### config.mk
export PLATFORM = sky130hd
export DESIGN_NAME = gpr_writeback
export DESIGN_NICKNAME = d
export VERILOG_FILES = /design/src/rtl/gpr_pkg.sv /design/src/rtl/gpr_writeback_load_extract.sv /design/src/rtl/gpr_writeback.sv
export SDC_FILE = /design/constraint.sdc
export NUM_CORES = 1
export LEC_CHECK = 0
export BUFFER_PORTS_ARGS = -buffer_cell sky130_fd_sc_hd__buf_2
export CAP_MARGIN = 0
export CELL_PAD_IN_SITES_DETAIL_PLACEMENT = 1
export CELL_PAD_IN_SITES_GLOBAL_PLACEMENT = 2
export CORE_MARGIN = 2
export CORE_UTILIZATION = 33
export CTS_CLUSTER_DIAMETER = 80
export DETAILED_ROUTE_END_ITERATION = 10
export GPL_TIMING_DRIVEN = 1
export PLACE_DENSITY = 0.86
export SLEW_MARGIN = 40
export SYNTH_ARGS = -nofsm -noshare
export SYNTH_HDL_FRONTEND = slang
export SYNTH_SLANG_ARGS = --single-unit
### constraint.sdc
create_clock -name clock -period 7.2 [get_ports clock]
set_clock_uncertainty 0.2 [all_clocks]
set_input_delay 1.44 -clock clock [delete_from_list [all_inputs] [get_ports clock]]
set_output_delay 1.44 -clock clock [all_outputs]
set_load 0.02 [all_outputs]
### src/rtl/gpr_pkg.sv
// gpr_pkg: shared constants and types for the GPR write-back slice.
//   XLEN, NREG_BITS : data width and GPR address width.
//   F3_*            : RV64 load funct3 encodings.
//   src_e           : round-robin priority pointer (EXU or LSU).
package gpr_pkg;

  localparam int XLEN      = 64;
  localparam int NREG_BITS = 5;

  localparam logic [2:0] F3_LB  = 3'b000;
  localparam logic [2:0] F3_LH  = 3'b001;
  localparam logic [2:0] F3_LW  = 3'b010;
  localparam logic [2:0] F3_LD  = 3'b011;
  localparam logic [2:0] F3_LBU = 3'b100;
  localparam logic [2:0] F3_LHU = 3'b101;
  localparam logic [2:0] F3_LWU = 3'b110;

  typedef enum logic {
    SRC_EXU = 1'b0,
    SRC_LSU = 1'b1
  } src_e;

endpackage

### src/rtl/gpr_writeback_load_extract.sv
// load_extract: purely combinational load-data extraction.
//   rdata   : raw aligned 8-byte memory word
//   addr_lo : byte offset of the load within the word
//   funct3  : RV64 load type
//   result  : shifted, truncated and sign/zero-extended load value
// No alignment check: the shift is applied exactly as given, with zero fill.
module load_extract
  import gpr_pkg::*;
(
  input  logic [XLEN-1:0] rdata,
  input  logic [2:0]      addr_lo,
  input  logic [2:0]      funct3,
  output logic [XLEN-1:0] result
);

  logic [XLEN-1:0] sh;

  assign sh = rdata >> {addr_lo, 3'b000};

  always_comb begin
    result = sh;
    case (funct3)
      F3_LB:   result = {{(XLEN-8){sh[7]}},   sh[7:0]};
      F3_LH:   result = {{(XLEN-16){sh[15]}}, sh[15:0]};
      F3_LW:   result = {{(XLEN-32){sh[31]}}, sh[31:0]};
      F3_LD:   result = sh;
      F3_LBU:  result = {{(XLEN-8){1'b0}},    sh[7:0]};
      F3_LHU:  result = {{(XLEN-16){1'b0}},   sh[15:0]};
      F3_LWU:  result = {{(XLEN-32){1'b0}},   sh[31:0]};
      default: result = sh;  // 3'b111 behaves as LD
    endcase
  end

endmodule

### src/rtl/gpr_writeback.sv
// gpr_writeback: write-side driver for the 32x64 GPR file.
//   clock, reset            : clock; asynchronous active-high reset
//   exu_valid/ready/rd/data : EXU result channel
//   lsu_valid/ready/rd      : LSU load result channel
//   lsu_rdata/addr_lo/funct3: raw load word, byte offset, load type
//   wen, wAddr, wData       : registered GPR write port
//   retire_cnt              : number of accepted results (wraps at 2^64)
//
// Handshake: a result transfers in a cycle where its valid and ready are both
// high. Sources hold valid/rd/data stable until ready. ready is a purely
// combinational grant from the arbiter, independent of wen; at most one of
// exu_ready/lsu_ready is high. An accepted result appears on wen/wAddr/wData
// in the following cycle; rd==0 results retire but never raise wen.
module gpr_writeback
  import gpr_pkg::*;
(
  input  logic                 clock,
  input  logic                 reset,
  input  logic                 exu_valid,
  output logic                 exu_ready,
  input  logic [NREG_BITS-1:0] exu_rd,
  input  logic [XLEN-1:0]      exu_data,
  input  logic                 lsu_valid,
  output logic                 lsu_ready,
  input  logic [NREG_BITS-1:0] lsu_rd,
  input  logic [XLEN-1:0]      lsu_rdata,
  input  logic [2:0]           lsu_addr_lo,
  input  logic [2:0]           lsu_funct3,
  output logic                 wen,
  output logic [NREG_BITS-1:0] wAddr,
  output logic [XLEN-1:0]      wData,
  output logic [63:0]          retire_cnt
);

  src_e            prio;
  logic [XLEN-1:0] load_data;

  load_extract u_load_extract (
    .rdata   (lsu_rdata),
    .addr_lo (lsu_addr_lo),
    .funct3  (lsu_funct3),
    .result  (load_data)
  );

  // A lone requester always wins; on a conflict prio decides. Since prio then
  // flips to the loser, a still-valid loser wins the very next cycle.
  assign exu_ready = exu_valid && (!lsu_valid || (prio == SRC_EXU));
  assign lsu_ready = lsu_valid && (!exu_valid || (prio == SRC_LSU));

  always_ff @(posedge clock or posedge reset) begin
    if (reset) begin
      wen        <= 1'b0;
      wAddr      <= '0;
      wData      <= '0;
      retire_cnt <= '0;
      prio       <= SRC_EXU;
    end else begin
      wen <= 1'b0;
      if (exu_ready) begin
        wen        <= (exu_rd != '0);
        wAddr      <= exu_rd;
        wData      <= exu_data;
        retire_cnt <= retire_cnt + 64'd1;
        prio       <= SRC_LSU;
      end else if (lsu_ready) begin
        wen        <= (lsu_rd != '0);
        wAddr      <= lsu_rd;
        wData      <= load_data;
        retire_cnt <= retire_cnt + 64'd1;
        prio       <= SRC_EXU;
      end
    end
  end

endmodule
Word-level counts from Yosys, hierarchy flattened
Index checks and enable logic that the tools add are counted.

storage, ports and cells
  RAM bits = 0
  latch bits = 0
  memories kept = 0
  output and inout port bits = 136
  logic and storage cells = 34
  bits of input ports = 148
  flip-flop bits (word level) = 135
  ROM bits = 0

cells by class
  reduce and logical (&&, ||, !) cells = 10
  shift operators = 1
  add/subtract/negate cells = 1
  muxes and demuxes = 11
  bitwise gates (word level) = 1
  $lt $le $gt $ge = 0
  divide/modulo/power cells = 0
  eq/ne operators = 5
  multiply operators = 0

operators with widths
  kind                                                  number
  one-hot mux 64 bit (6 select lines)                   1
  two-way mux 64 bit                                    4
  adder 64 x 1 -> 64 bit (second input constant)        1
  right shift 64 x 6 -> 64 bit                          1
  two-way mux 5 bit                                     2
  nonzero test 5 bit                                    2
  equality test 3 bit (second input constant)           3
  two-way mux 1 bit                                     4
  equality test 3 x 1 -> 1 bit (second input constant)  1
  equality test 3 x 2 -> 1 bit (second input constant)  1
  logical NOT 3 bit                                     1
  logical AND 1 bit                                     2
  logical NOT 1 bit                                     2
  logical OR 1 bit                                      2
  nonzero test 2 bit                                    1
  inverter 1 bit                                        1

Depth between registers and ports, before layout
Gate-level depths: netlist (run 1).

  depth in word-level cells = 5
  mapped depth = 9
  depth with buffers taken out = 6

Hierarchy
Synthesis (run 1) repeated with hierarchy kept, for this count alone.

second synthesis, totals
  cell total of the unflattened synthesis = 1022
  area total of the unflattened synthesis = 8991.1 sq um

modules (own cells, without submodules)
  module         area an instance (sq um)  sequential area each (sq um)  cells an instance  times used
  gpr_writeback  6652.6                    3378.2                        729                1
  load_extract   2338.5                    0.0                           293                1

Worst setup path before layout (run 1)
No wires, ideal clock.

  path type = input to output
  start = in exu_valid
  end = out lsu_ready
  data arrival time = 2.281 ns
  required time = 5.560 ns
  cell stages on the path = 4
  slack = 3.279 ns
  path buffers = 1
  cells stage by stage = nand2b_1 -> nand2_1 -> inv_1 -> clkbuf_1

on the way
  cells in the longest elaborated chain, start to end = 3

ends and longest elaborated chain
  element            RTL line             RTL
  from (decl)        gpr_writeback.sv:19  input logic exu_valid,
  logical NOT 1 bit  gpr_writeback.sv:48  assign lsu_ready = lsu_valid && (!exu_valid || (prio == SRC_LSU));
  logical OR 1 bit   gpr_writeback.sv:48
  logical AND 1 bit  gpr_writeback.sv:48
  to (decl)          gpr_writeback.sv:24  output logic lsu_ready,

No other way between the ends.

Worst setup path after layout (run 1)
Ends and elaborated chain as after synthesis.

==> impl_metrics.py, run 1 <==
metrics = {
    "die": {
        "die_w_um": 166.3,
        "num_io_pins": 284,
        "fp.coreArea_mm2": 0.02598,
        "placementRows": 59,
        "die_h_um": 166.3,
        "start_util_pct": 33.44,
        "die_area_mm2": 0.02764,
    },
    "critical_path": {
        "r2r-start": "retire_cnt[0]",
        "r2r_end": "retire_cnt[56]",
        "worst_setup_path_start_kind": "input pin",
        "crit_path_max_fanout": 25,
        "worst_setup_path_end_kind": "output port",
        "reg2regPathDepth": 6,
        "rrSetupSlack_ps": 4340,
        "worstPathArrival_ps": 2910,
        "worstSetupPathType": "input pin to output port",
        "worstPathRequired_ps": 5560,
    },
    "synthesis": {
        "syn_area_mm2": 0.008688,
        "synth_cells": 880,
        "yosys.cell_types.count": 55,
        "yosysWarnings": 0,
        "synth.net_count": 1029,
        "ys_top_cells_by_area": "dfrtp_1 39%, mux2_2 8.3%, mux4_2 4.7%",
        "ys_seq_area_share_pct": 38.88,
        "synthTopCellsByCount": "135 x dfrtp_1, 97 x nand2_1, 64 x mux2_2, 52 x a21oi_1",
        "synth_edf_count": 0,
        "synth_ff_type": "dfrtp_1",
        "synthArstFlopShare_pct": 100.0,
        "synth_most_common_cell": "dfrtp_1",
        "synth_seq_cells": 135,
        "yosysTopAreaCellShare_pct": 38.88,
        "synth.largest_area_cell": "dfrtp_1",
        "syn_area_per_cell_um2": 9.873,
    },
    "detailed_routing": {
        "drtIter0Drc": 563,
        "drc": 0,
        "avgViaCountPerCell": 5.675,
        "dr.pass1.iters": 4,
        "drtAntennaViolNets": 0,
        "wl_um": 33330,
        "wl_per_cell_um": 22.52,
        "vias": 8399,
    },
    "worst_hold_path": {
        "min_path_cells": 1,
        "hold_path_end": "retire_cnt[63]",
        "min-delay-path-class": "flop to flop",
        "hold_path_startpoint": "retire_cnt[63]",
    },
    "placed_design": {
        "io_buffers": 283,
        "dpl-instance-area_mm2": 0.01032,
        "gp_congestion": 0.8899,
        "place_hpwl_um": 24870,
    },
    "layout": {
        "fillers": 3061,
        "final_layout_size_suffix_gt1_share_pct": 37.81,
        "utilization_pct": 42.25,
        "finalInstanceArea_mm2": 0.01098,
        "nNetsFinal": 1276,
        "syn_to_final_growth_pct": 26.37,
    },
    "sta": {
        "finalSetupTns_ps": 0,
        "fmax_mhz": 219.7,
        "rsz0062_at_grt": "no",
        "fin_crit_sh_pct": 63.23,
        "report.final.slew_viol_count": 0,
        "finalSetupViolCount": 0,
        "hold_slack_ps": 275.8,
        "max_slew_margin_pct": 43.58,
        "hold_viol": 0,
        "tightest_slew_ps": 846.4,
        "fin_crit_ps": 4553,
    },
    "clock_tree": {
        "cts_tree": "done",
        "h-tree-depth": 4,
        "clkSlewWorstSetupHoldPaths_ps": 60,
        "clockRootBuffer": "clkbuf_16",
        "cts_resized": 0,
        "insertion_delay_ps": 420,
        "hold_buffers": 0,
        "postCtsSetupBuffers": 0,
        "clock-sinks": 135,
        "numCtsBuffers": 17,
        "clockBufferDepth": 2,
    },
    "power_and_ir_drop": {
        "peakVddDrop_v": 0.0001210,
        "power_frac_clock_pct": 38.4,
        "p_int_uw": 1681,
        "power_frac_comb_pct": 25.5,
        "sw_frac_of_total_pct": 33.53,
        "power_density_mw_per_mm2": 230.4,
        "p_sw_uw": 848.1,
        "p_leak_uw": 0.005245,
        "pwr-share-seq_pct": 36.2,
    },
    "grt": {
        "grt_pass1_wl_um": 50840,
        "grt_pass1_vias": 8477,
        "grt_use_total_pct": 23.46,
        "grt_max_degree": 70,
        "antenna_found_initial": 11,
        "overflow": 0,
    },
    "status": {
        "status": "finished clean",
    },
    "job": {
        "max_cap_viol_count": 0,
    },
}
[metrics by stage]
stage | power (uW) | worst slack, ps | cells
after floorplan | 1315 | 1949 | 880
after global placement | 1562 | 2435 | 1443
after detailed placement | 1575 | 2367 | 1443
after CTS | 2553 | 2367 | 1475
after global routing | 2643 | 2516 | 1476
final | 2529 | 2647 | 1480
[critical path, cell delays in order]
cell and delay (ps):
buf_4 190, nand2b_1 260, nand2_2 360, inv_1 150
buf_4 270, buf_2 210
[cell usage in the layout, fill, tap and decap left out, types with 5 or more instances in the layout]
cell and count:
a21oi_1 52, mux4_2 18, a22oi_1 32, inv_6 7, nand3_1 27, diode_2 5, nor4_1 8, clkbuf_16 17
o32ai_1 39, mux2_2 64, mux2i_1 37, nor2b_1 7, xor2_1 34, xnor2_1 29, a32oi_1 10, nor2_1 36
a221o_1 13, or2_0 5, o22ai_1 7, o21ai_0 22, dfrtp_1 135, nand2b_1 5, or2_2 6, and3_1 15
buf_4 10, nor3_1 30, buf_2 282, nand2_1 96, inv_1 14, nand4_1 15
[flip-flops by register name, summed over array words and instances (netlist names)]
signal      cells
prio            1
retire_cnt     64
wen             1
wAddr           5
wData          64
[kinds of logic after synthesis]
family / count (synthesis) / share of synthesized area, %
mux: 119 / 17.22
xor+xnor: 63 / 6.351
simple gates: 276 / 16.09
flops: 135 / 38.88
buf+inv: 82 / 4.176
compound gates: 204 / 17.14
fa+ha+maj: 1 / 0.1440
[power groups by stage]
stage / logic, uW / registers (uW) / clock network (uW)
after floorplan: 303 / 1010 / 0
after global placement: 636 / 926 / 0
after detailed placement: 646 / 929 / 0
after CTS: 649 / 916 / 988
after global routing: 694 / 929 / 1020
final: 645 / 915 / 970
[layer usage]
layer	routed length (um)	vias up	share of wire (%)	track usage, %
met4	576	14	1.7	5.960
li1	-	3814	-	-
met2	15850	292	48	38.05
met1	14700	4233	44	31.54
met5	92	-	0.28	0
met3	2109	46	6.3	5.767
[how the worst max path moves through the flow]
stage                    from   endpoint  slack (ps)
floorplan               reset       prio        1950
global placement    exu_valid  lsu_ready        2430
detailed placement  exu_valid  lsu_ready        2370
CTS                 exu_valid  lsu_ready        2370
global route        exu_valid  lsu_ready        2520
finish              exu_valid  lsu_ready        2650
[area by class of cell]
| type | instances | area [um^2] | area share [%] |
|---|---|---|---|
| multi-input combinational | 663 | 4964 | 45.21 |
| tap | 335 | 419.2 | 3.818 |
| sequential | 135 | 3378 | 30.77 |
| inverter | 17 | 68.82 | 0.6268 |
| antenna | 5 | 12.51 | 0.1140 |
| clock buffer | 17 | 425.4 | 3.875 |
| timing repair buffer | 293 | 1498 | 13.64 |
| clock inverter | 15 | 214.0 | 1.949 |
No activity file was read; power rests on OpenSTA's default activity.
==> run 2: changes to the inputs <==
Settings changed: CORE_UTILIZATION 33 to 31, PLACE_DENSITY 0.86 to 0.81.
Clock period 7.2 ns to 4.43 ns, I/O delays scaled along.
==> impl_metrics.py, run 2 (synthesized netlist as in run 1, its figures left out) <==
metrics = {
    "die": {
        "die_h_um": 171.4,
        "placementRows": 61,
        "fp.coreArea_mm2": 0.02771,
        "die_area_mm2": 0.02938,
        "die_w_um": 171.4,
        "start_util_pct": 31.36,
        "num_io_pins": 284,
    },
    "sta": {
        "tightest_slew_ps": 825.0,
        "fin_crit_ps": 3290,
        "fin_crit_sh_pct": 74.27,
        "rsz0062_at_grt": "no",
        "hold_viol": 0,
        "finalSetupTns_ps": 0,
        "report.final.slew_viol_count": 0,
        "max_slew_margin_pct": 45.00,
        "fmax_mhz": 303.9,
        "finalSetupViolCount": 0,
    },
    "placed_design": {
        "dp_cells": 1492,
        "io_buffers": 283,
        "place_hpwl_um": 25340,
        "gp_congestion": 0.8686,
    },
    "layout": {
        "final_layout_size_suffix_gt1_share_pct": 37.96,
        "utilization_pct": 39.73,
        "syn_to_final_growth_pct": 26.70,
        "fillers": 3236,
        "reg_top3": "retire_cnt (64), wData (64), wAddr (5)",
        "seq_area_mm2": 0.003378,
        "nNetsFinal": 1282,
        "final_cells": 1530,
        "final_common_cell": "buf_2",
        "layout_common_cells": "282 x buf_2, 135 x dfrtp_1, 97 x nand2_1",
        "multi_input_area_mm2": 0.004961,
    },
    "status": {
        "status": "finished clean",
    },
    "clock_tree": {
        "hold_buffers": 0,
        "cts_tree": "done",
        "clock-sinks": 135,
        "clkSlewWorstSetupHoldPaths_ps": 60,
        "numCtsBuffers": 17,
        "h-tree-depth": 4,
        "insertion_delay_ps": 430,
        "postCtsSetupBuffers": 0,
        "cts_resized": 0,
        "clockRootBuffer": "clkbuf_16",
        "clockBufferDepth": 2,
    },
    "critical_path": {
        "crit_path_max_fanout": 26,
        "worst_setup_path_start_kind": "input pin",
        "crit_path_max_incr_delay_ps": 520,
        "cp_num_buf_inv": 2,
        "path_cells": "buf_2 > inv_1 > a2111oi_4 > o41ai_4 > nand2b_1 > a221o_1",
        "critical_path.slowest_cell": "buf_2",
        "worstPathRequired_ps": 4530,
        "worst_setup_path_end_kind": "flop",
        "critPathTopFamily": "compound AO/OA/AOI/OAI gates",
        "worstSetupPathType": "input pin to flop",
        "worstPathArrival_ps": 3390,
    },
    "detailed_routing": {
        "wl_per_cell_um": 21.42,
        "avgViaCountPerCell": 5.417,
        "wl_um": 32770,
        "vias": 8288,
        "drtIter0Drc": 498,
        "drc": 0,
        "dr.pass1.iters": 5,
        "drtAntennaViolNets": 0,
    },
    "job": {
        "max_cap_viol_count": 0,
    },
    "power_and_ir_drop": {
        "peakVddDrop_v": 0.0002370,
        "power_density_mw_per_mm2": 356.5,
        "power_uw": 3924,
        "p_leak_uw": 0.005229,
    },
    "grt": {
        "grt_pass1_vias": 8370,
        "grt_max_degree": 72,
        "overflow": 0,
        "antenna_found_initial": 10,
        "grt_pass1_wl_um": 49780,
        "grt_use_total_pct": 22.22,
    },
    "worst_hold_path": {
        "min-delay-path-class": "input pin to async pin",
    },
}
==> run 2: cell count changes in the layout (fill, tap and decap cells not counted), moves of 2 or more <==
cell / before / now
buf_4: 10 / 15
bufinv_16: 4 / 1
clkinv_2: 1 / 3
clkinv_4: 2 / 5
clkinvlp_4: 1 / 4
inv_6: 7 / 2
==> run 2: worst reg2reg max path: cells and delay by family (launching register included) <==
family                    cells  cell delay, ps
DFF                           1             430
and+or+nand+nor               4            1880
xor gates and xnor gates      1             190
==> run 2: power by group <==
group | switching, uW | total [uW] | internal [uW] | leakage, uW
Combinational | 633 | 1040 | 412 | 0.00326
Sequential | 126 | 1490 | 1370 | 0.00170
Clock | 612 | 1390 | 777 | 0.000267
==> run 2: worst paths after layout <==
check	startpoint	slack (ps)	endpoint	cells past startpoint
max	lsu_addr_lo[1]	1140	wData[16]	6
min	reset	170	retire_cnt[4]	2
max reg2reg	retire_cnt[34]	1640	retire_cnt[54]	5
min reg2reg	retire_cnt[63]	260	retire_cnt[63]	1
max in group asynchronous	reset	3080	retire_cnt[31]	3
min in group clock	retire_cnt[63]	260	retire_cnt[63]	1
==> run 2: layout make-up <==
| class | instances | area share [%] |
|---|---|---|
| timing repair buffer | 299 | 14.13 |
| sequential | 135 | 30.69 |
| clock inverter | 14 | 1.171 |
| multi-input combinational | 663 | 45.07 |
| antenna | 6 | 0.1364 |
| inverter | 17 | 0.6138 |
| clock buffer | 18 | 3.899 |
| tap | 378 | 4.296 |
==> run 2: stage by stage <==
step           setup WS [ps]  hold WS, ps  cell area, um^2
2_1_floorplan           1617        377.8             8692
3_3_place_gp           826.1        251.9            10430
3_5_place_dp           753.7        261.0            10430
4_1_cts                 1171        156.4            10990
5_1_grt                 1024        171.3            11000
6_report                1140        170.9            11010
==> run 2: metal layers <==
metal  GRT usage [%]  vias to the layer above  share of wire (%)
met5               0                        -               0.16
met4           6.595                        8                2.0
met3           5.960                       41                6.8
met2           36.26                      281                 47
met1           28.82                     4134                 44
li1                -                     3824                  -
